## config.mk

```make
export PLATFORM = sky130hd
export DESIGN_NAME = joypad_reader
export DESIGN_NICKNAME = d
export VERILOG_FILES = /design/src/rtl/joypad_pkg.sv /design/src/rtl/sync_2ff.sv /design/src/rtl/joypad_reader.sv
export SDC_FILE = /design/constraint.sdc
export NUM_CORES = 1
export LEC_CHECK = 0
export CAP_MARGIN = 10
export CORE_ASPECT_RATIO = 2
export CORE_MARGIN = 1.5
export CORE_UTILIZATION = 35
export DETAILED_ROUTE_END_ITERATION = 10
export GPL_TIMING_DRIVEN = 0
export SETUP_SLACK_MARGIN = 0.15
export SLEW_MARGIN = 20
export SYNTH_ARGS = -nofsm -noshare
export SYNTH_HDL_FRONTEND = slang
export SYNTH_SLANG_ARGS = --single-unit
```

## constraint.sdc

```tcl
create_clock -name clock -period 2.7 [get_ports clock]
set_input_delay 0.54 -clock clock [delete_from_list [all_inputs] [get_ports clock]]
set_output_delay 0.54 -clock clock [all_outputs]
set_load 0.05 [all_outputs]
```

## src/rtl/joypad_pkg.sv

```systemverilog
// Shared definitions for the joypad reader: FSM states, button bit positions
// in the published vector, and field positions of the raw pad lines.
package joypad_pkg;

    localparam int unsigned PAD_W = 6;
    localparam int unsigned BTN_W = 8;

    typedef enum logic [1:0] {
        IDLE   = 2'd0,
        SEL_HI = 2'd1,
        SEL_LO = 2'd2,
        UPDATE = 2'd3
    } state_t;

    // Bit positions in the buttons vector {start, a, c, b, right, left, down, up}
    localparam int unsigned BTN_UP    = 0;
    localparam int unsigned BTN_DOWN  = 1;
    localparam int unsigned BTN_LEFT  = 2;
    localparam int unsigned BTN_RIGHT = 3;
    localparam int unsigned BTN_B     = 4;
    localparam int unsigned BTN_C     = 5;
    localparam int unsigned BTN_A     = 6;
    localparam int unsigned BTN_START = 7;

    // Bit positions in pad_in {up, down, left, right, a_b, c_s}
    localparam int unsigned PAD_C_S   = 0;
    localparam int unsigned PAD_A_B   = 1;
    localparam int unsigned PAD_RIGHT = 2;
    localparam int unsigned PAD_LEFT  = 3;
    localparam int unsigned PAD_DOWN  = 4;
    localparam int unsigned PAD_UP    = 5;

endpackage

```

## src/rtl/sync_2ff.sv

```systemverilog
// Two-flop synchronizer for asynchronous level inputs.
// Ports: i_clk clock, i_rst async active-high reset (clears to 0),
//        i_d asynchronous input, o_q synchronized output.
module sync_2ff #(
    parameter int unsigned WIDTH = 1
) (
    input  logic             i_clk,
    input  logic             i_rst,
    input  logic [WIDTH-1:0] i_d,
    output logic [WIDTH-1:0] o_q
);

    logic [WIDTH-1:0] r_meta;
    logic [WIDTH-1:0] r_sync;

    always_ff @(posedge i_clk or posedge i_rst) begin
        if (i_rst) begin
            r_meta <= '0;
            r_sync <= '0;
        end else begin
            r_meta <= i_d;
            r_sync <= r_meta;
        end
    end

    assign o_q = r_sync;

endmodule

```

## src/rtl/joypad_reader.sv

```systemverilog
// Scans a 3-button joypad through its select line once per SCAN_PERIOD and
// publishes a (optionally debounced) button vector.
// Ports: clock, reset (async active-high); pad_in raw active-high pad lines;
//        pad_sel pad select pin; buttons {start,a,c,b,right,left,down,up};
//        pad_present pad detected on last scan; scan_valid one-cycle pulse
//        per completed scan; buttons_changed pulse when buttons moved.
module joypad_reader
    import joypad_pkg::*;
#(
    parameter int unsigned SCAN_PERIOD   = 833333,
    parameter int unsigned SETTLE_CYCLES = 64,
    parameter int unsigned DEBOUNCE      = 1
) (
    input  logic             clock,
    input  logic             reset,
    input  logic [PAD_W-1:0] pad_in,
    output logic             pad_sel,
    output logic [BTN_W-1:0] buttons,
    output logic             pad_present,
    output logic             scan_valid,
    output logic             buttons_changed
);

    localparam int unsigned PW = $clog2(SCAN_PERIOD);
    localparam int unsigned SW = $clog2(SETTLE_CYCLES);

    state_t             r_state;
    state_t             w_next;
    logic [PW-1:0]      r_per;
    logic [SW-1:0]      r_settle;
    logic               w_per_last;
    logic               w_settle_last;
    logic [PAD_W-1:0]   w_pad_sync;

    // Phase captures
    logic               r_up, r_down, r_left, r_right, r_b, r_c;
    logic               r_a, r_start, r_present_ph;

    logic [BTN_W-1:0]   r_stored;
    logic [BTN_W-1:0]   r_buttons;
    logic               r_present;
    logic               r_scan_valid;
    logic               r_changed;
    logic               r_pad_sel;
    logic [BTN_W-1:0]   w_raw;
    logic [BTN_W-1:0]   w_new_buttons;

    sync_2ff #(.WIDTH(PAD_W)) u_sync (
        .i_clk (clock),
        .i_rst (reset),
        .i_d   (pad_in),
        .o_q   (w_pad_sync)
    );

    assign w_per_last    = (r_per == PW'(SCAN_PERIOD - 1));
    assign w_settle_last = (r_settle == SW'(SETTLE_CYCLES - 1));

    // State register
    always_ff @(posedge clock or posedge reset) begin
        if (reset) r_state <= IDLE;
        else       r_state <= w_next;
    end

    // Next state, raw scan assembly and debounce decision
    always_comb begin
        w_next        = r_state;
        w_raw         = '0;
        w_new_buttons = r_buttons;
        case (r_state)
            IDLE:    if (w_per_last)    w_next = SEL_HI;
            SEL_HI:  if (w_settle_last) w_next = SEL_LO;
            SEL_LO:  if (w_settle_last) w_next = UPDATE;
            UPDATE:  w_next = IDLE;
            default: w_next = IDLE;
        endcase
        if (r_present_ph) begin
            w_raw[BTN_UP]    = r_up;
            w_raw[BTN_DOWN]  = r_down;
            w_raw[BTN_LEFT]  = r_left;
            w_raw[BTN_RIGHT] = r_right;
            w_raw[BTN_B]     = r_b;
            w_raw[BTN_C]     = r_c;
            w_raw[BTN_A]     = r_a;
            w_raw[BTN_START] = r_start;
        end
        if ((DEBOUNCE == 0) || (w_raw == r_stored)) w_new_buttons = w_raw;
    end

    // Free-running period counter and per-phase settle counter
    always_ff @(posedge clock or posedge reset) begin
        if (reset) begin
            r_per    <= '0;
            r_settle <= '0;
        end else begin
            r_per <= w_per_last ? '0 : r_per + PW'(1);
            if (((r_state == SEL_HI) || (r_state == SEL_LO)) && !w_settle_last)
                r_settle <= r_settle + SW'(1);
            else
                r_settle <= '0;
        end
    end

    // Phase captures, published outputs and pulses
    always_ff @(posedge clock or posedge reset) begin
        if (reset) begin
            r_up         <= 1'b0;
            r_down       <= 1'b0;
            r_left       <= 1'b0;
            r_right      <= 1'b0;
            r_b          <= 1'b0;
            r_c          <= 1'b0;
            r_a          <= 1'b0;
            r_start      <= 1'b0;
            r_present_ph <= 1'b0;
            r_stored     <= '0;
            r_buttons    <= '0;
            r_present    <= 1'b0;
            r_scan_valid <= 1'b0;
            r_changed    <= 1'b0;
            r_pad_sel    <= 1'b1;
        end else begin
            r_scan_valid <= 1'b0;
            r_changed    <= 1'b0;
            // Registered from next state so pad_sel is low exactly in SEL_LO
            r_pad_sel    <= (w_next != SEL_LO);
            if ((r_state == SEL_HI) && w_settle_last) begin
                r_up    <= w_pad_sync[PAD_UP];
                r_down  <= w_pad_sync[PAD_DOWN];
                r_left  <= w_pad_sync[PAD_LEFT];
                r_right <= w_pad_sync[PAD_RIGHT];
                r_b     <= w_pad_sync[PAD_A_B];
                r_c     <= w_pad_sync[PAD_C_S];
            end
            if ((r_state == SEL_LO) && w_settle_last) begin
                r_a          <= w_pad_sync[PAD_A_B];
                r_start      <= w_pad_sync[PAD_C_S];
                // A 3-button pad reports left and right both low-active here
                r_present_ph <= w_pad_sync[PAD_LEFT] & w_pad_sync[PAD_RIGHT];
            end
            if (r_state == UPDATE) begin
                r_present    <= r_present_ph;
                r_buttons    <= w_new_buttons;
                r_stored     <= w_raw;
                r_scan_valid <= 1'b1;
                r_changed    <= (w_new_buttons != r_buttons);
            end
        end
    end

    assign pad_sel         = r_pad_sel;
    assign buttons         = r_buttons;
    assign pad_present     = r_present;
    assign scan_valid      = r_scan_valid;
    assign buttons_changed = r_changed;

endmodule

```

Word-level counts from Yosys, hierarchy flattened
Cells that the tools add are included.
{"block": "classes", "add_sub_neg": 2, "eq_ne": 8, "mux": 10, "bitwise": 1, "reduce_logical": 6}
{"op": "$add 20x1->20 const B", "count": 1}
{"op": "$eq 20x20->1 const B", "count": 1}
{"op": "$mux 20", "count": 1}
{"op": "$mux 8", "count": 2}
{"op": "$eq 8x8->1", "count": 1}
{"op": "$ne 8x8->1", "count": 1}
{"op": "$pmux 2 s4", "count": 1}
{"op": "$add 6x1->6 const B", "count": 1}
{"op": "$eq 6x6->1 const B", "count": 1}
{"op": "$mux 2", "count": 3}
{"op": "$mux 6", "count": 1}
{"op": "$eq 2x2->1 const B", "count": 2}
{"op": "$logic_and 1x1->1", "count": 3}
{"op": "$eq 2x1->1 const B", "count": 1}
{"op": "$logic_not 2->1", "count": 1}
{"op": "$mux 1", "count": 2}
{"op": "$ne 2x2->1 const B", "count": 1}
{"op": "$and 1x1->1", "count": 1}
{"op": "$logic_not 1->1", "count": 1}
{"op": "$logic_or 1x1->1", "count": 1}
{"block": "word_totals", "register_bits": 69, "input_bits": 8, "wordCells": 47}

Longest topological paths before layout
Gate-level depths: netlist of run 1.
{"block": "logic_depth", "depth_word": 5, "depth_mapped": 7, "mapped_depth_nobuf": 7}

By module
Synthesis of run 1 repeated with hierarchy kept, for this count alone.
{"block": "unflattened", "hier_cells": 287, "area_unflattened_um2": 3220.6}
{"module": "joypad_reader", "instances": 1, "cells_each": 274, "area_per_inst_um2": 2916.5, "seq_area_each_um2": 1427.6}
{"module": "sync_2ff", "instances": 1, "cells_each": 13, "area_per_inst_um2": 304.0, "seq_area_each_um2": 300.3}

Worst setup path before layout of run 1
Ideal clock, no wire load.
{"block": "synth_path", "path_kind": "register -> register", "startpoint": "reg r_per[0]", "endpoint": "reg r_per[12]", "arrival_time_ns": 1.573, "required_ns": 2.568, "setup_slack_ns": 0.995, "stages_incl_launch_ff": 8, "n_path_buf": 1, "period_less_slack_ns": 1.705, "cell_sequence": "dfrtp_1 inv_1 ha_1 nor4bb_1 nand3_1 nor4_4 clkbuf_1 nor2_1"}
{"block": "synth_between", "elab_chain_cells": 2, "word_cells_on_any_way": 3}
{"item": "start: declaration", "line": "joypad_reader.sv:29", "text": "logic [PW-1:0] r_per;"}
{"item": "start signal: assignment", "line": "joypad_reader.sv:95", "text": "r_per <= w_per_last ? '0 : r_per + PW'(1);"}
{"item": "$add 20x1->20 / $eq 20x20->1 (equally long branches)", "line": "joypad_reader.sv:95, joypad_reader.sv:55"}
{"item": "$mux 20 *", "line": "joypad_reader.sv:95"}
Every way passes the cells marked *; elsewhere a longest branch is shown, timed or not.
A chain may end at the register's enable or synchronous reset.

Worst setup path after layout of run 1
{"block": "layout_path", "startpoint": "reg r_per[6]", "endpoint": "reg r_per[2]"}
{"block": "layout_between", "elab_chain_cells": 2}
{"item": "$eq 20x20->1", "line": "joypad_reader.sv:55", "text": "assign w_per_last = (r_per == PW'(SCAN_PERIOD - 1));"}
{"item": "$mux 20", "line": "joypad_reader.sv:95"}
No other way between the ends.

==> results of run 1 <==
-- cells in the mapped netlist, types with 2 or more instances --
library cell,count
dfrtp_1,68
nor2_1,28
mux2_2,23
nand2_1,21
nand3_1,16
xnor2_1,14
inv_1,11
xor2_1,11
and2_1,10
o21ai_0,10
ha_1,7
a21oi_1,6
nand4_1,6
and3_1,5
clkbuf_1,2
nand2b_1,2
nor2b_1,2
nor4b_1,2
nor4bb_1,2
or2_2,2
-- worst reg2reg max path, stage by stage, from the launching register on --
cell      delay (ps)
dfrtp_1          410
nor4b_1          470
nand3_1          210
nor4_4           420
clkbuf_1         430
nor2_1           110
-- area by class of cell --
class | count | area [um2] | share of cell area [%]
buffer | 4 | 16.27 | 0.4250
tap | 100 | 125.1 | 3.269
inverter | 11 | 43.79 | 1.144
timing repair buffer | 20 | 217.7 | 5.688
multi-input combinational | 193 | 1370 | 35.80
clock buffer | 12 | 256.5 | 6.702
sequential | 69 | 1728 | 45.15
clock inverter | 4 | 70.07 | 1.831
-- sequential cells by signal, indices dropped and copies added (netlist names), 2 cells and up --
signal	count
r_per	20
r_state	2
r_settle	6
buttons	8
r_stored	8
u_sync.r_meta	6
u_sync.o_q	6
-- power by group through the flow --
| stage | combinational (uW) | sequential [uW] | clock, uW |
|---|---|---|---|
| 4_1_cts | 37.6 | 1050 | 1310 |
| 2_1_floorplan | 15.4 | 1060 | 0 |
| 3_5_place_dp | 37.6 | 1070 | 0 |
| 3_3_place_gp | 31.3 | 1070 | 0 |
| 5_1_grt | 41.0 | 1050 | 1360 |
| 6_report | 35.1 | 1050 | 1280 |
-- final timing paths --
kind,from,end,cells after the start
setup / recovery,r_per[6],r_per[2],5
hold / removal,u_sync.r_meta[4],u_sync.o_q[4],0
setup reg to reg,r_per[6],r_per[2],5
hold reg to reg,u_sync.r_meta[4],u_sync.o_q[4],0
max in group asynchronous,reset,pad_sel,3
min in group asynchronous,reset,r_down,2
-- metrics by stage --
stage | setup WS (ps) | power, uW | utilization (%)
after floorplan | 421.8 | 1080 | -
final | 525.3 | 2364 | 43.95
after detailed placement | 524.1 | 1103 | 40.20
after global routing | 351.0 | 2444 | 43.95
after global placement | -767.5 | 1097 | 39.86
after CTS | 505.0 | 2395 | 43.95
-- kinds of logic after synthesis --
kind of cell             after synthesis  share of synthesized area [%]
XOR/XNOR                              25                          6.939
adder cells (fa/ha/maj)                7                          2.775
AND/OR/NAND/NOR                      105                          18.28
buffers and inverters                 15                          1.824
multiplexers                          24                          8.525
AO/OA/AOI/OAI                         32                          6.901
flip-flops                            69                          54.76
-- metal layers --
metal	part of all wire (%)	global-route usage, %
met1	38	14.20
met2	56	25.93
met3	2.4	3.365
met4	3.9	8.974
met5	0	0
==> impl_metrics.sql, run 1 <==
INSERT INTO impl_metrics (metric_group, metric, value, unit) VALUES
('sta', 'finalHoldWorstSlack', '342.7', 'ps'),
('power', 'power.clock.fraction', '54.2', '%'),
('synth', 'yosys_register_bits', '69', ''),
('final_layout', 'area_growth_syn_to_layout', '21.29', '%'),
('die', 'fp.dieW', '70.14', 'um'),
('drt', 'drc_errors', '0', ''),
('die', 'initial_utilization', '36.24', '%'),
('power', 'share_seq_of_total_power', '44.3', '%'),
('flow_run', 'maxCapViolations', '0', ''),
('worst_hold_path', 'hold_class', 'reg -> reg', ''),
('synth', 'synth-seq-area-share', '54.76', '%'),
('worst_setup_path', 'timing.reg2reg.setup_slack', '530', 'ps'),
('worst_setup_path', 'cp-end-kind', 'flip-flop', ''),
('clock_tree', 'tritoncts.num_buffers', '9', ''),
('synth', 'synth-edff-count', '0', ''),
('sta', 'fmax', '459.8', 'MHz'),
('power', 'power.ir.vdd_worst', '310.9', 'uV'),
('global_route', 'grtUsageTotal', '14.18', '%'),
('synth', 'async_reset_ff_share', '100.0', '%'),
('clock_tree', 'clock_path_buffers', '2', ''),
('power', 'powerDensity', '617.8', 'nW/um2'),
('final_layout', 'drive_above_1_share', '15.97', '%'),
('worst_setup_path', 'critical_path_buf_inv_count', '1', ''),
('place', 'port_buffers', '19', ''),
('final_layout', 'num-fill-cells', '795', ''),
('drt', 'vias_per_cell', '5.191', ''),
('clock_tree', 'tritoncts_clock_tree', 'built', ''),
('die', 'std_cell_rows', '48', ''),
('synth', 'netlist_instances', '277', ''),
('clock_tree', 'clkSlewWorstSetupHoldPaths', '50', 'ps'),
('place', 'dpl-instance-area', '3501', 'um2'),
('global_route', 'overflow', '0', ''),
('worst_setup_path', 'crit_type', 'reg -> reg', ''),
('place', 'post-dp-hpwl', '4512', 'um'),
('drt', 'detailroute.via_count', '2144', ''),
('worst_setup_path', 'slowest_stage', 'nor4b_1', ''),
('drt', 'detail_route.iter0.violations', '86', ''),
('place', 'post-place-cells', '397', ''),
('clock_tree', 'cts-htree-levels', '3', ''),
('synth', 'synth_area', '3156', 'um2'),
('final_layout', 'final-instance-count-excl-fill', '413', ''),
('clock_tree', 'worstSkewPairLatency', '330', 'ps'),
('place', 'gp_congestion', '0.7508', ''),
('synth', 'synth.distinct_cells', '49', ''),
('final_layout', 'finish.net_count', '323', ''),
('sta', 'period_minus_slack', '2175', 'ps'),
('synth', 'synth_top_area_share', '53.93', '%'),
('synth', 'synth_warnings', '0', ''),
('synth', 'synthesis.area_per_instance', '11.39', 'um2'),
('global_route', 'grt_antenna_before_repair', '0', ''),
('drt', 'final_antenna_net_count', '0', ''),
('sta', 'grt_setup_unrepaired', 'no', ''),
('drt', 'drt-wirelength-per-cell', '14.81', 'um'),
('synth', 'ys_dominant_reg_cell', 'dfrtp_1', ''),
('worst_setup_path', 'critical_path.max_fanout', '10', ''),
('clock_tree', 'cts_resized', '0', ''),
('final_layout', 'mostFrequentLayoutCells', '68 x dfrtp_1, 28 x nor2_1, 23 x mux2_2', ''),
('sta', 'slew_headroom', '57.21', '%'),
('sta', 'finalHoldViolations', '0', ''),
('drt', 'totalWireLength', '6117', 'um'),
('worst_setup_path', 'critPathLaunchType', 'flip-flop', ''),
('final_layout', 'layout.cells.most_common', 'dfrtp_1', ''),
('sta', 'worstMarginPinSlew', '633.0', 'ps'),
('worst_setup_path', 'arrival', '2370', 'ps'),
('global_route', 'grt_pass1_wl', '10470', 'um'),
('sta', 'setup_viol', '0', ''),
('outcome', 'outcome', 'complete, no violations', ''),
('power', 'leakagePower', '0.001698', 'uW'),
('synth', 'cells_taking_the_most_area_after_synthesis', 'dfrtp_1 54%, mux2_2 8.2%, xnor2_1 3.9%', ''),
('drt', 'dr.pass1.iters', '4', ''),
('worst_setup_path', 'worst_path_dominant_cell_family', 'simple AND/OR/NAND/NOR gates', '');
No activity file was read; power rests on OpenSTA's default activity.
==> inputs of run 2 (changes only) <==
- clock period: 2.7 -> 1.8 ns (I/O delays scaled with it)
==> run 2 against run 1 <==
- clock skew grew 1.4 ps
- sequential share of layout area down 4.4 points
- routed wire length up 10%
- combinational power is 61% higher
- final cell count up 5.6%
- die area unchanged
- total power is 45% higher
- critical path type unchanged
- largest cell class unchanged
==> impl_metrics.sql, run 2 (synthesis gave the netlist of run 1 again) <==
INSERT INTO impl_metrics (metric_group, metric, value, unit) VALUES
('outcome', 'outcome', 'complete, no violations', ''),
('place', 'port_buffers', '19', ''),
('global_route', 'grtUsageTotal', '14.70', '%'),
('final_layout', 'final_core_utilization', '48.91', '%'),
('power', 'fin_total_pwr', '3438', 'uW'),
('place', 'post-place-cells', '398', ''),
('worst_setup_path', 'critical_path.reg2reg.startpoint', 'r_present_ph', ''),
('sta', 'grt_setup_unrepaired', 'yes', ''),
('power', 'leakagePower', '0.001913', 'uW'),
('die', 'area_of_the_core', '8708', 'um2'),
('clock_tree', 'tritoncts.num_buffers', '9', ''),
('global_route', 'overflow', '0', ''),
('place', 'post-dp-hpwl', '4520', 'um'),
('worst_setup_path', 'crit_type', 'reg -> reg', ''),
('sta', 'setup_viol', '0', ''),
('final_layout', 'postLayoutCellArea', '4259', 'um2'),
('worst_setup_path', 'slowest_stage', 'dfrtp_2', ''),
('drt', 'detail_route.iter0.violations', '104', ''),
('drt', 'drt-wirelength-per-cell', '15.46', 'um'),
('global_route', 'grt_start_max_net_pins', '33', ''),
('worst_setup_path', 'worstPathRequired', '2010', 'ps'),
('power', 'powerDensity', '807.2', 'nW/um2'),
('worst_setup_path', 'max_stage_delay', '450', 'ps'),
('worst_hold_path', 'hold_class', 'in -> async', ''),
('final_layout', 'biggest_register', 'r_per', ''),
('sta', 'drv_slew', '0', ''),
('sta', 'period_minus_slack', '1789', 'ps'),
('worst_setup_path', 'arrival', '2000', 'ps'),
('final_layout', 'final-instance-count-excl-fill', '436', ''),
('clock_tree', 'clkSlewWorstSetupHoldPaths', '60', 'ps'),
('worst_setup_path', 'cp-end-kind', 'flip-flop', ''),
('power', 'share_seq_of_total_power', '45.7', '%'),
('power', 'power.ir.vdd_worst', '462.7', 'uV'),
('sta', 'finalHoldViolations', '0', ''),
('clock_tree', 'worstSkewPairLatency', '330', 'ps'),
('clock_tree', 'tritoncts_clock_tree', 'built', ''),
('die', 'top_level_ports', '20', ''),
('final_layout', 'multi_input_comb_area', '1589', 'um2'),
('worst_setup_path', 'r2r-end', 'buttons[4]', ''),
('worst_setup_path', 'worst_path_dominant_cell_family', 'simple AND/OR/NAND/NOR gates', ''),
('global_route', 'grt_antenna_before_repair', '0', ''),
('place', 'gp_congestion', '0.7644', ''),
('power', 'power.clock.fraction', '52.7', '%'),
('final_layout', 'mostFrequentLayoutCells', '63 x dfrtp_1, 22 x mux2_2, 18 x nand2_1, 18 x nor2_1, 17 x buf_4', ''),
('worst_setup_path', 'worstPathCellList', 'nand2_2 > or4_4 > o311ai_4 > nand4_4 > mux2_4', ''),
('clock_tree', 'cts.sink_count', '69', ''),
('worst_setup_path', 'timing.reg2reg.setup_slack', '10', 'ps'),
('place', 'dpl-instance-area', '3516', 'um2'),
('power', 'pwr-share-comb', '1.6', '%'),
('worst_setup_path', 'critical_path.max_fanout', '8', ''),
('die', 'die-height', '137.3', 'um'),
('final_layout', 'area.sequential', '1734', 'um2'),
('drt', 'vias_per_cell', '5.181', ''),
('power', 'internal_power', '2766', 'uW'),
('flow_run', 'maxCapViolations', '0', ''),
('worst_setup_path', 'critical_path_buf_inv_count', '0', ''),
('sta', 'worstMarginPinSlew', '506.9', 'ps'),
('global_route', 'vias_in_the_first_global_route', '2373', ''),
('final_layout', 'area_growth_syn_to_layout', '34.97', '%'),
('final_layout', 'largest_reg_flops', '20', ''),
('clock_tree', 'clock_path_buffers', '2', ''),
('final_layout', 'drive_above_1_share', '35.71', '%'),
('clock_tree', 'cts_root_buffer', 'clkbuf_16', ''),
('drt', 'drc_errors', '0', ''),
('drt', 'final_antenna_net_count', '0', ''),
('power', 'power.share.switching', '19.54', '%'),
('worst_setup_path', 'worst_r2r_path_depth', '5', ''),
('final_layout', 'num-fill-cells', '760', ''),
('sta', 'slew_headroom', '66.34', '%'),
('drt', 'detailroute.via_count', '2259', ''),
('die', 'initial_utilization', '36.24', '%'),
('final_layout', 'finish.net_count', '346', ''),
('final_layout', 'n_antenna_cell', '0', ''),
('sta', 'min_period_over_period', '99.38', '%'),
('final_layout', 'layout.cells.most_common', 'dfrtp_1', ''),
('clock_tree', 'cts-hold-fix-buffers', '0', ''),
('drt', 'totalWireLength', '6741', 'um'),
('global_route', 'grt_pass1_wl', '11010', 'um'),
('sta', 'fmax', '559.0', 'MHz'),
('sta', 'final.setup_skew', '7.410', 'ps'),
('power', 'power.switching', '671.7', 'uW'),
('sta', 'finalSetupTns', '0', 'ps'),
('drt', 'dr.pass1.iters', '4', ''),
('die', 'die_footprint', '9629', 'um2'),
('clock_tree', 'cts-htree-levels', '3', ''),
('die', 'std_cell_rows', '48', ''),
('worst_setup_path', 'critPathLaunchType', 'flip-flop', ''),
('die', 'fp.dieW', '70.14', 'um');
## run 2: cell types whose count changed in the layout (fill, tap and decap cells not counted), moves of 4 or more
cell	delta
dfrtp_1	-5
buf_6	+5
dfrtp_2	+5
nor2_1	-10
dlygate4sd2_1	+6
clkdlybuf4s15_1	+4
buf_4	+17
nor2_2	+5
clkdlybuf4s50_1	-12
nor2_4	+5
## run 2: cell type report
type                       instances  area share [%]
buffer                             4           1.146
clock buffer                      12           6.257
clock inverter                     4           1.058
inverter                          11           1.058
multi-input combinational        193           37.31
sequential                        69           40.72
tap                              100           2.938
timing repair buffer              43           9.518
## run 2: stage by stage
step	setup slack (ps)	hold WS, ps
after floorplan	133.1	331.2
after global placement	-224.9	337.3
after detailed placement	-234.0	334.7
after CTS	3.912	296.0
after global routing	-58.97	304.7
final	11.25	298.8
## run 2: layer usage
metal / global-route usage (%) / part of all wire (%) / wire, um
met1: 14.74 / 38 / 2581
met2: 27.30 / 57 / 3853
met4: 8.440 / 2.4 / 159
met3: 3.438 / 2.2 / 147
met5: 0 / 0 / 0
## run 2: power groups by stage
stage	logic, uW	clock network [uW]	registers, uW
finish	56.6	1810	1570
global route	64.9	1930	1570
CTS	60.4	1850	1570
detailed placement	60.0	0	1600
global placement	48.2	0	1600
floorplan	23.6	0	1600
## run 2: worst max-delay path by stage
stage | depth (start not counted) | end | start | slack, ps
after CTS | 5 | buttons[4] | r_present_ph | 4
after global routing | 5 | buttons[4] | r_present_ph | -60
after floorplan | 5 | buttons[0] | r_stored[1] | 130
after global placement | 5 | r_per[4] | r_per[6] | -220
final | 5 | buttons[4] | r_present_ph | 10
after detailed placement | 7 | r_per[3] | r_per[0] | -230
## run 2: repair_timing
item                       CTS  global route
gates resized for setup     57            31
pin swaps                   20            10
gates cloned                 1             0
setup endpoints to repair   54            42
buffers inserted            12             9
